[config.mk]
export PLATFORM = sky130hd
export DESIGN_NAME = voice_allocator
export DESIGN_NICKNAME = d
export VERILOG_FILES = /design/src/rtl/voice_allocator.sv
export SDC_FILE = /design/constraint.sdc
export NUM_CORES = 1
export LEC_CHECK = 0
export CORE_MARGIN = 5
export CORE_UTILIZATION = 39
export DETAILED_ROUTE_END_ITERATION = 16
export PLACE_DENSITY = 0.68
export SYNTH_ARGS = -nofsm -noshare
export SYNTH_HDL_FRONTEND = slang
export SYNTH_SLANG_ARGS = --single-unit
[constraint.sdc]
create_clock -name clk -period 3.5 [get_ports clk]
set_input_delay 1.05 -clock clk [delete_from_list [all_inputs] [get_ports clk]]
set_output_delay 1.05 -clock clk [all_outputs]
set_load 0.03 [all_outputs]
[src/rtl/voice_allocator.sv]
// rtl/voice_allocator.sv - debounced key to shared pwm voice allocator
//
// Purpose: synchronizes and debounces NUM_KEYS raw buttons. It queues one
// press/release event per key and assigns presses to NUM_VOICES square-wave
// voices. Each voice receives period, compare (50% duty) and gate.
//
// Optional feature: define VOICE_ALLOC_STEAL_EN to let a press steal the
// oldest voice when every voice is busy. When it is undefined, that press
// is dropped.
//
// Ports:
//   clk            system clock
//   rst            synchronous active-high reset
//   key            raw asynchronous buttons, active high
//   key_period     per-key period words, key k at [k*CTR_SIZE +: CTR_SIZE]
//   voice_period   per-voice period words, same packing
//   voice_compare  per-voice compare words (period >> 1)
//   voice_gate     per-voice audible flag
//   voice_key      per-voice owning key index, 3 bits each
//   full_pulse     one-cycle pulse when a press found no free voice
module voice_allocator #(
    parameter int NUM_KEYS      = 5,
    parameter int NUM_VOICES    = 4,
    parameter int CTR_SIZE      = 24,
    parameter int DEBOUNCE_BITS = 16
) (
    input  logic                           clk,
    input  logic                           rst,
    input  logic [NUM_KEYS-1:0]            key,
    input  logic [NUM_KEYS*CTR_SIZE-1:0]   key_period,
    output logic [NUM_VOICES*CTR_SIZE-1:0] voice_period,
    output logic [NUM_VOICES*CTR_SIZE-1:0] voice_compare,
    output logic [NUM_VOICES-1:0]          voice_gate,
    output logic [NUM_VOICES*3-1:0]        voice_key,
    output logic                           full_pulse
);
    localparam int KW = 3;
    localparam int AW = (NUM_VOICES > 1) ? $clog2(NUM_VOICES) : 1;

    typedef enum logic [1:0] {S_IDLE, S_SELECT, S_APPLY} state_t;

    // synchronizer and debounce
    logic [NUM_KEYS-1:0]      sync1, sync2, deb;
    logic [DEBOUNCE_BITS-1:0] cnt [NUM_KEYS];
    logic [NUM_KEYS-1:0]      rise, fall;

    // pending events: pend_press=1 for press, 0 for release
    logic [NUM_KEYS-1:0]      pend, pend_press;

    state_t                   state, state_next;
    logic [KW-1:0]            sel_key;
    logic                     sel_press;
    logic [AW-1:0]            tgt_v;
    logic                     tgt_ok;
    logic                     sel_full;

    logic [CTR_SIZE-1:0]      per_r [NUM_VOICES];
    logic [CTR_SIZE-1:0]      cmp_r [NUM_VOICES];
    logic [KW-1:0]            vkey_r [NUM_VOICES];
    logic [NUM_VOICES-1:0]    gate_r;
    logic [AW-1:0]            age [NUM_VOICES];

    logic                     pick_found, pick_press;
    logic [KW-1:0]            pick_key;
    logic                     rel_found, free_found;
    logic [AW-1:0]            rel_v, free_v;
    logic [CTR_SIZE-1:0]      sel_period;
`ifdef VOICE_ALLOC_STEAL_EN
    logic [AW-1:0]            old_v;
`endif

    // The flip happens on the same edge that raises the pending bit.
    always_comb begin
        rise = '0;
        fall = '0;
        for (int k = 0; k < NUM_KEYS; k++) begin
            if ((sync2[k] != deb[k]) && (&cnt[k])) begin
                rise[k] = ~deb[k];
                fall[k] = deb[k];
            end
        end
    end

    always_ff @(posedge clk) begin
        if (rst) begin
            sync1 <= '0;
            sync2 <= '0;
            deb   <= '0;
            for (int k = 0; k < NUM_KEYS; k++) cnt[k] <= '0;
        end else begin
            sync1 <= key;
            sync2 <= sync1;
            for (int k = 0; k < NUM_KEYS; k++) begin
                if (sync2[k] == deb[k]) begin
                    cnt[k] <= '0;
                end else if (&cnt[k]) begin
                    deb[k] <= ~deb[k];
                    cnt[k] <= '0;
                end else begin
                    cnt[k] <= cnt[k] + DEBOUNCE_BITS'(1);
                end
            end
        end
    end

    // A fresh edge beats the APPLY-cycle clear of the same key.
    always_ff @(posedge clk) begin
        if (rst) begin
            pend       <= '0;
            pend_press <= '0;
        end else begin
            for (int k = 0; k < NUM_KEYS; k++) begin
                if (rise[k] || fall[k]) begin
                    pend[k]       <= 1'b1;
                    pend_press[k] <= rise[k];
                end else if (state == S_APPLY && sel_key == KW'(k)) begin
                    pend[k] <= 1'b0;
                end
            end
        end
    end

    // Releases first, then presses; the descending loop leaves the lowest index.
    always_comb begin
        pick_found = 1'b0;
        pick_press = 1'b0;
        pick_key   = '0;
        for (int k = NUM_KEYS - 1; k >= 0; k--) begin
            if (pend[k] && !pend_press[k]) begin
                pick_found = 1'b1;
                pick_key   = KW'(k);
            end
        end
        if (!pick_found) begin
            for (int k = NUM_KEYS - 1; k >= 0; k--) begin
                if (pend[k]) begin
                    pick_found = 1'b1;
                    pick_press = 1'b1;
                    pick_key   = KW'(k);
                end
            end
        end
    end

    always_comb begin
        rel_found  = 1'b0;
        rel_v      = '0;
        free_found = 1'b0;
        free_v     = '0;
`ifdef VOICE_ALLOC_STEAL_EN
        old_v      = '0;
`endif
        for (int v = NUM_VOICES - 1; v >= 0; v--) begin
            if (gate_r[v] && vkey_r[v] == sel_key) begin
                rel_found = 1'b1;
                rel_v     = AW'(v);
            end
            if (!gate_r[v]) begin
                free_found = 1'b1;
                free_v     = AW'(v);
            end
`ifdef VOICE_ALLOC_STEAL_EN
            if (age[v] == AW'(NUM_VOICES - 1)) old_v = AW'(v);
`endif
        end
    end

    always_comb begin
        sel_period = '0;
        for (int k = 0; k < NUM_KEYS; k++) begin
            if (sel_key == KW'(k)) sel_period = key_period[k*CTR_SIZE +: CTR_SIZE];
        end
    end

    always_ff @(posedge clk) begin
        if (rst) state <= S_IDLE;
        else     state <= state_next;
    end

    always_comb begin
        state_next = state;
        full_pulse = 1'b0;
        case (state)
            S_IDLE:   if (pick_found) state_next = S_SELECT;
            S_SELECT: state_next = S_APPLY;
            S_APPLY: begin
                state_next = S_IDLE;
                full_pulse = sel_full;
            end
            default:  state_next = S_IDLE;
        endcase
    end

    always_ff @(posedge clk) begin
        if (rst) begin
            sel_key   <= '0;
            sel_press <= 1'b0;
            tgt_v     <= '0;
            tgt_ok    <= 1'b0;
            sel_full  <= 1'b0;
            gate_r    <= '0;
            for (int v = 0; v < NUM_VOICES; v++) begin
                per_r[v]  <= '0;
                cmp_r[v]  <= '0;
                vkey_r[v] <= '0;
                age[v]    <= AW'(NUM_VOICES - 1 - v);
            end
        end else begin
            case (state)
                S_IDLE: begin
                    if (pick_found) begin
                        sel_key   <= pick_key;
                        sel_press <= pick_press;
                    end
                end
                S_SELECT: begin
                    if (sel_press) begin
                        if (free_found) begin
                            tgt_v    <= free_v;
                            tgt_ok   <= 1'b1;
                            sel_full <= 1'b0;
                        end else begin
                            sel_full <= 1'b1;
`ifdef VOICE_ALLOC_STEAL_EN
                            tgt_v    <= old_v;
                            tgt_ok   <= 1'b1;
`else
                            tgt_ok   <= 1'b0;
`endif
                        end
                    end else begin
                        tgt_v    <= rel_v;
                        tgt_ok   <= rel_found;
                        sel_full <= 1'b0;
                    end
                end
                S_APPLY: begin
                    if (tgt_ok) begin
                        if (sel_press) begin
                            per_r[tgt_v]  <= sel_period;
                            cmp_r[tgt_v]  <= sel_period >> 1;
                            vkey_r[tgt_v] <= sel_key;
                            gate_r[tgt_v] <= 1'b1;
                            for (int v = 0; v < NUM_VOICES; v++) begin
                                if (AW'(v) == tgt_v)
                                    age[v] <= '0;
                                else if (age[v] < age[tgt_v])
                                    age[v] <= age[v] + AW'(1);
                            end
                        end else begin
                            gate_r[tgt_v] <= 1'b0;
                        end
                    end
                end
                default: ;
            endcase
        end
    end

    always_comb begin
        voice_period  = '0;
        voice_compare = '0;
        voice_key     = '0;
        for (int v = 0; v < NUM_VOICES; v++) begin
            voice_period[v*CTR_SIZE +: CTR_SIZE]  = per_r[v];
            voice_compare[v*CTR_SIZE +: CTR_SIZE] = cmp_r[v];
            voice_key[v*KW +: KW]                 = vkey_r[v];
        end
    end

    assign voice_gate = gate_r;

endmodule

After elaboration in Yosys (flattened, before gate mapping)
Memory sizes are Yosys's and may differ from the RTL's.
Cells that the tools add are included.
- $add $sub $neg: 5
- order comparisons: 2
- eq/ne operators: 22
- multiplexer cells: 162
- bitwise gates (word level): 28
- reduce and logical (&&, ||, !) cells: 53
- operators by type and width (cell ; number):
    16-bit 2-to-1 mux ; 15
    24-bit 2-to-1 mux ; 6
    1-bit 2-to-1 mux ; 111
    17-bit AND reduction ; 5
    16-bit by 1-bit adder with 16-bit output, second input constant ; 5
    16-bit AND reduction ; 5
    3-bit 2-to-1 mux ; 12
    2-bit 2-to-1 mux ; 14
    24-bit OR reduction ; 1
    23-bit 2-to-1 mux ; 1
    23-bit OR reduction ; 1
    1-bit logical AND ; 20
    1-bit OR ; 15
    3-bit equality test ; 4
    1-bit inverter ; 10
    2-bit nonzero test ; 5
    3-bit by 2-bit equality test with 1-bit output, second input constant ; 2
    2-bit AND reduction ; 3
    1-bit equality test ; 5
    1-bit zero test ; 5
    1-bit logical OR ; 5
    1-bit != test ; 5
    4-bit AND ; 1
    4-bit 2-to-1 mux ; 1
    other kinds (15) ; 15
- register bits: 39
- memory bits (writable): 280
- output and inout bits: 209
- logic and storage cells: 300
- memories kept: 4
- memories (memory ; depth ; bits a word ; rd ports ; clocked after memory_dff ; wr ports ; line ; source):
    per_r ; 4 ; 24 ; 4 ; 0 ; 4 ; 57 ; logic [CTR_SIZE-1:0] per_r [NUM_VOICES];
    cmp_r ; 4 ; 23 ; 4 ; 0 ; 4 ; 58 ; logic [CTR_SIZE-1:0] cmp_r [NUM_VOICES];
    cnt ; 5 ; 16 ; 5 ; 0 ; 5 ; 44 ; logic [DEBOUNCE_BITS-1:0] cnt [NUM_KEYS];
    vkey_r ; 4 ; 3 ; 4 ; 0 ; 4 ; 59 ; logic [KW-1:0] vkey_r [NUM_VOICES];

Logic depth before layout (Yosys ltp)
- depth in word-level cells: 13
- depth in mapped cells: 7
- gate-level depth less buffers: 5

Least setup slack after synthesis
Ideal clock, no wire load.
- path type: register to register
- from: register state[1]
- to: memory cmp_r[3][0] (netlist name) (enable)
- arrival time: 2.716 ns
- required time: 3.051 ns
- path slack: 0.336 ns
- cell stages (with the launch flop): 4
- cells stage by stage: dfxtp_1 nor2b_1 nand4_1 o21ai_0
- RTL lines (element ; line ; source):
    from (decl) ; 50 ; state_t state, state_next;
    from (signal assigned) ; 177 ; else state <= state_next;
    to (decl) ; 58 ;

Final worst setup path
- from: register state[1]
- to: output full_pulse
- longest elaborated chain between the ends: 2
- ends and longest elaborated chain (element ; line ; source):
    2-bit equality test ; 183 ; case (state)
    1-bit 2-to-1 mux ; 183 ;
    to (decl) ; 35 ; output logic full_pulse
Every way passes these cells.

==> results.cfg <==
[outcome]
status = finished clean

[detailed_routing]
wirelength_um = 33560
ant_nets = 0
drtPass1Iterations = 5
vias = 8673
drc = 0
drt-initial-drc-count = 565
vias_per_cell = 4.925
routedWlPerCell_um = 19.06

[clock_tree]
cts_tree = yes
clk_pin_slew_worst_paths_ns = 0.05
clk_path_buf_depth = 3
cts_root_buf = clkbuf_16
cts_made_buffers = 25
cts_hold_buf = 0
clkSinkCount = 227
cts_resized = 0
clk_latency_ns = 0.54
htree_levels = 1
cts_setup_buffers = 0

[synth]
avgSynthCellArea_sq_um = 11.05
yosysWarnings = 0
async_flop_share_pct = 0
synthFlopType = edfxtp_1
ys_ff_latch = 227
synth_cells = 1037
yosysUniqueCellTypes = 57
synth_edf_count = 188
netlist_area_sq_mm = 0.01146
seq_area_frac_synth_pct = 56.07

[floorplanning]
dieHeight_um = 181.4
io_pins = 336
fp.dieW_um = 181.4
placementRows = 62
fp.dieArea_sq_mm = 0.03292
start_util_pct = 39.72
core-area_sq_mm = 0.02886

[timing]
fin_crit_sh_pct = 90.06
rsz0062_at_grt = no
period_needed_ns = 3.152
slew_violations = 0
worst_pin_slew_ns = 1.005
setup_slack_ns = 0.3479
max_clock_freq_mhz = 317.3
setup_tns_ns = 0
hold_violations = 0
holdWs_ns = 0.4328
slew_headroom_pct = 32.89
fin_skew_ns = 0.02388
final-setup-viol-count = 0

[power]
power_density_mw_per_mm2 = 397.7
ir_drop_mv = 0.2800
total_power_mw = 6.198
total_leakage_power_nw = 5.571

[global_routing]
grt.total_usage_pct = 19.54
grt_pass1_vias = 8547
overflow = 0
antenna_found_initial = 4
grt_start_max_net_pins = 37
grt_pass1_wl_um = 50880

[cells_and_area]
syn_to_final_growth_pct = 35.98
nets = 1489
drive_above_1_share_pct = 5.968
instances_no_fill = 1761

[critical_path]
endpoint_kind = output port
reg2reg_depth = 4
crit_fanout = 6
crit_path_start_kind = flop
path_class = flop to output port
cp.required_ns = 2.45
crit_arrival_ns = 2.10

[place]
port-buffer-count = 331
post-place-ws_ns = 0.6003
gp_congestion = 0.9564
place_inst = 1714
dp_hpwl_um = 25560

[worst_hold_path]
worstHoldPathCells = 1
hp-class = flop to flop

[run]
drv_cap = 0
area by class of cell:
type	instances	area, sq um
well taps	384	480.5
clock inverters	9	77.57
repair buffers	347	3446
fillers	2565	13270
inverters	56	210.2
clock buffers	35	673.1
multi-input cells	700	4262
flip-flops and latches	227	6429
diodes	3	7.507
routing by layer:
metal | share of wire [%] | vias up | global-route usage [%]
met5 | 0.021 | - | 0
met4 | 2.8 | 2 | 5.854
met2 | 53 | 293 | 36.11
met3 | 5.8 | 49 | 3.401
met1 | 38 | 4175 | 23.22
li1 | - | 4154 | -
synthesized netlist by cell type (8+ instances only):
| cell | number | area share [%] |
|---|---|---|
| xor2_1 | 27 | 2.1 |
| edfxtp_1 | 188 | 49 |
| and4_1 | 8 | 0.61 |
| nor2_1 | 169 | 5.5 |
| nor3_1 | 16 | 0.70 |
| nand3_1 | 28 | 1.2 |
| nand2_1 | 74 | 2.4 |
| dfxtp_1 | 39 | 6.8 |
| xnor2_1 | 49 | 3.7 |
| nor2b_1 | 19 | 1.0 |
| buf_2 | 8 | 0.35 |
| mux4_2 | 24 | 4.7 |
| or4_1 | 14 | 0.92 |
| a21oi_1 | 24 | 1.0 |
| clkbuf_1 | 28 | 0.92 |
| nor4_1 | 12 | 0.66 |
| inv_1 | 56 | 1.8 |
| buf_4 | 96 | 6.3 |
| nand4_1 | 26 | 1.4 |
| o21ai_0 | 20 | 0.87 |
| o31ai_1 | 8 | 0.52 |
| a22o_1 | 24 | 1.8 |
final timing paths:
path                  start  slack (ns)          to
setup reg to reg  cnt[0][3]        1.06  cnt[0][12]
hold / removal     sync1[2]        0.43    sync2[2]
hold reg to reg    sync1[2]        0.43    sync2[2]
setup / recovery   state[1]        0.35  full_pulse
logic make-up (layout without fill, tap and decap cells):
family | Yosys count | count (layout) | share of synthesized area (%)
simple gates | 402 | 402 | 16.79
flops | 227 | 227 | 56.07
buf+inv | 192 | 447 | 9.520
compound gates | 108 | 108 | 6.398
xor+xnor | 76 | 76 | 5.808
mux | 25 | 25 | 4.804
fa+ha+maj | 5 | 5 | 0.5459
other cells | 2 | 87 | 0.06553
worst max-delay path, stage by stage (launching register included):
cell             delay (ns)
dfxtp_1                0.36
nor2b_1                0.34
and2_1                 0.21
clkdlybuf4s50_1        0.67
stage by stage:
stage / utilization, % / cell area, sq um
2_1_floorplan: - / 11770
3_3_place_gp: 51.38 / 14830
3_5_place_dp: 51.38 / 14830
4_1_cts: 53.98 / 15580
5_1_grt: 54.00 / 15580
6_report: 54.01 / 15580
flip-flops by register name, summed over array words and instances, names as in the netlist, named ones only:
signal	count
cmp_r	88
cnt	80
vkey_r	12
per_r	8
deb	5
pend	5
pend_press	5
sync1	5
sync2	5
sel_key	3
state	2
tgt_v	2
sel_full	1
sel_press	1
tgt_ok	1
cell usage in the layout, fill, tap and decap left out, types with 6 or more instances in the layout:
cell type,n
o31ai_1,8
nor2b_1,19
or3_1,7
nand4_1,26
mux4_2,24
or2_2,7
and4_1,8
a21oi_1,24
conb_1,84
nand2_1,74
clkbuf_16,25
o21ai_0,19
clkbuf_1,9
clkdlybuf4s50_1,331
xor2_1,27
xnor2_1,49
nand3_1,28
dfxtp_1,37
nor4_1,12
inv_1,56
clkinv_1,6
a31oi_1,6
edfxtp_1,188
a22o_1,24
buf_4,15
nor2_1,169
or4_1,14
nor3_1,16
power by group:
part,internal [mW],switching (mW)
Clock,1.41,1.02
Combinational,0.325,0.347
Sequential,3.01,0.0798
(Power assumes the default switching activity.)
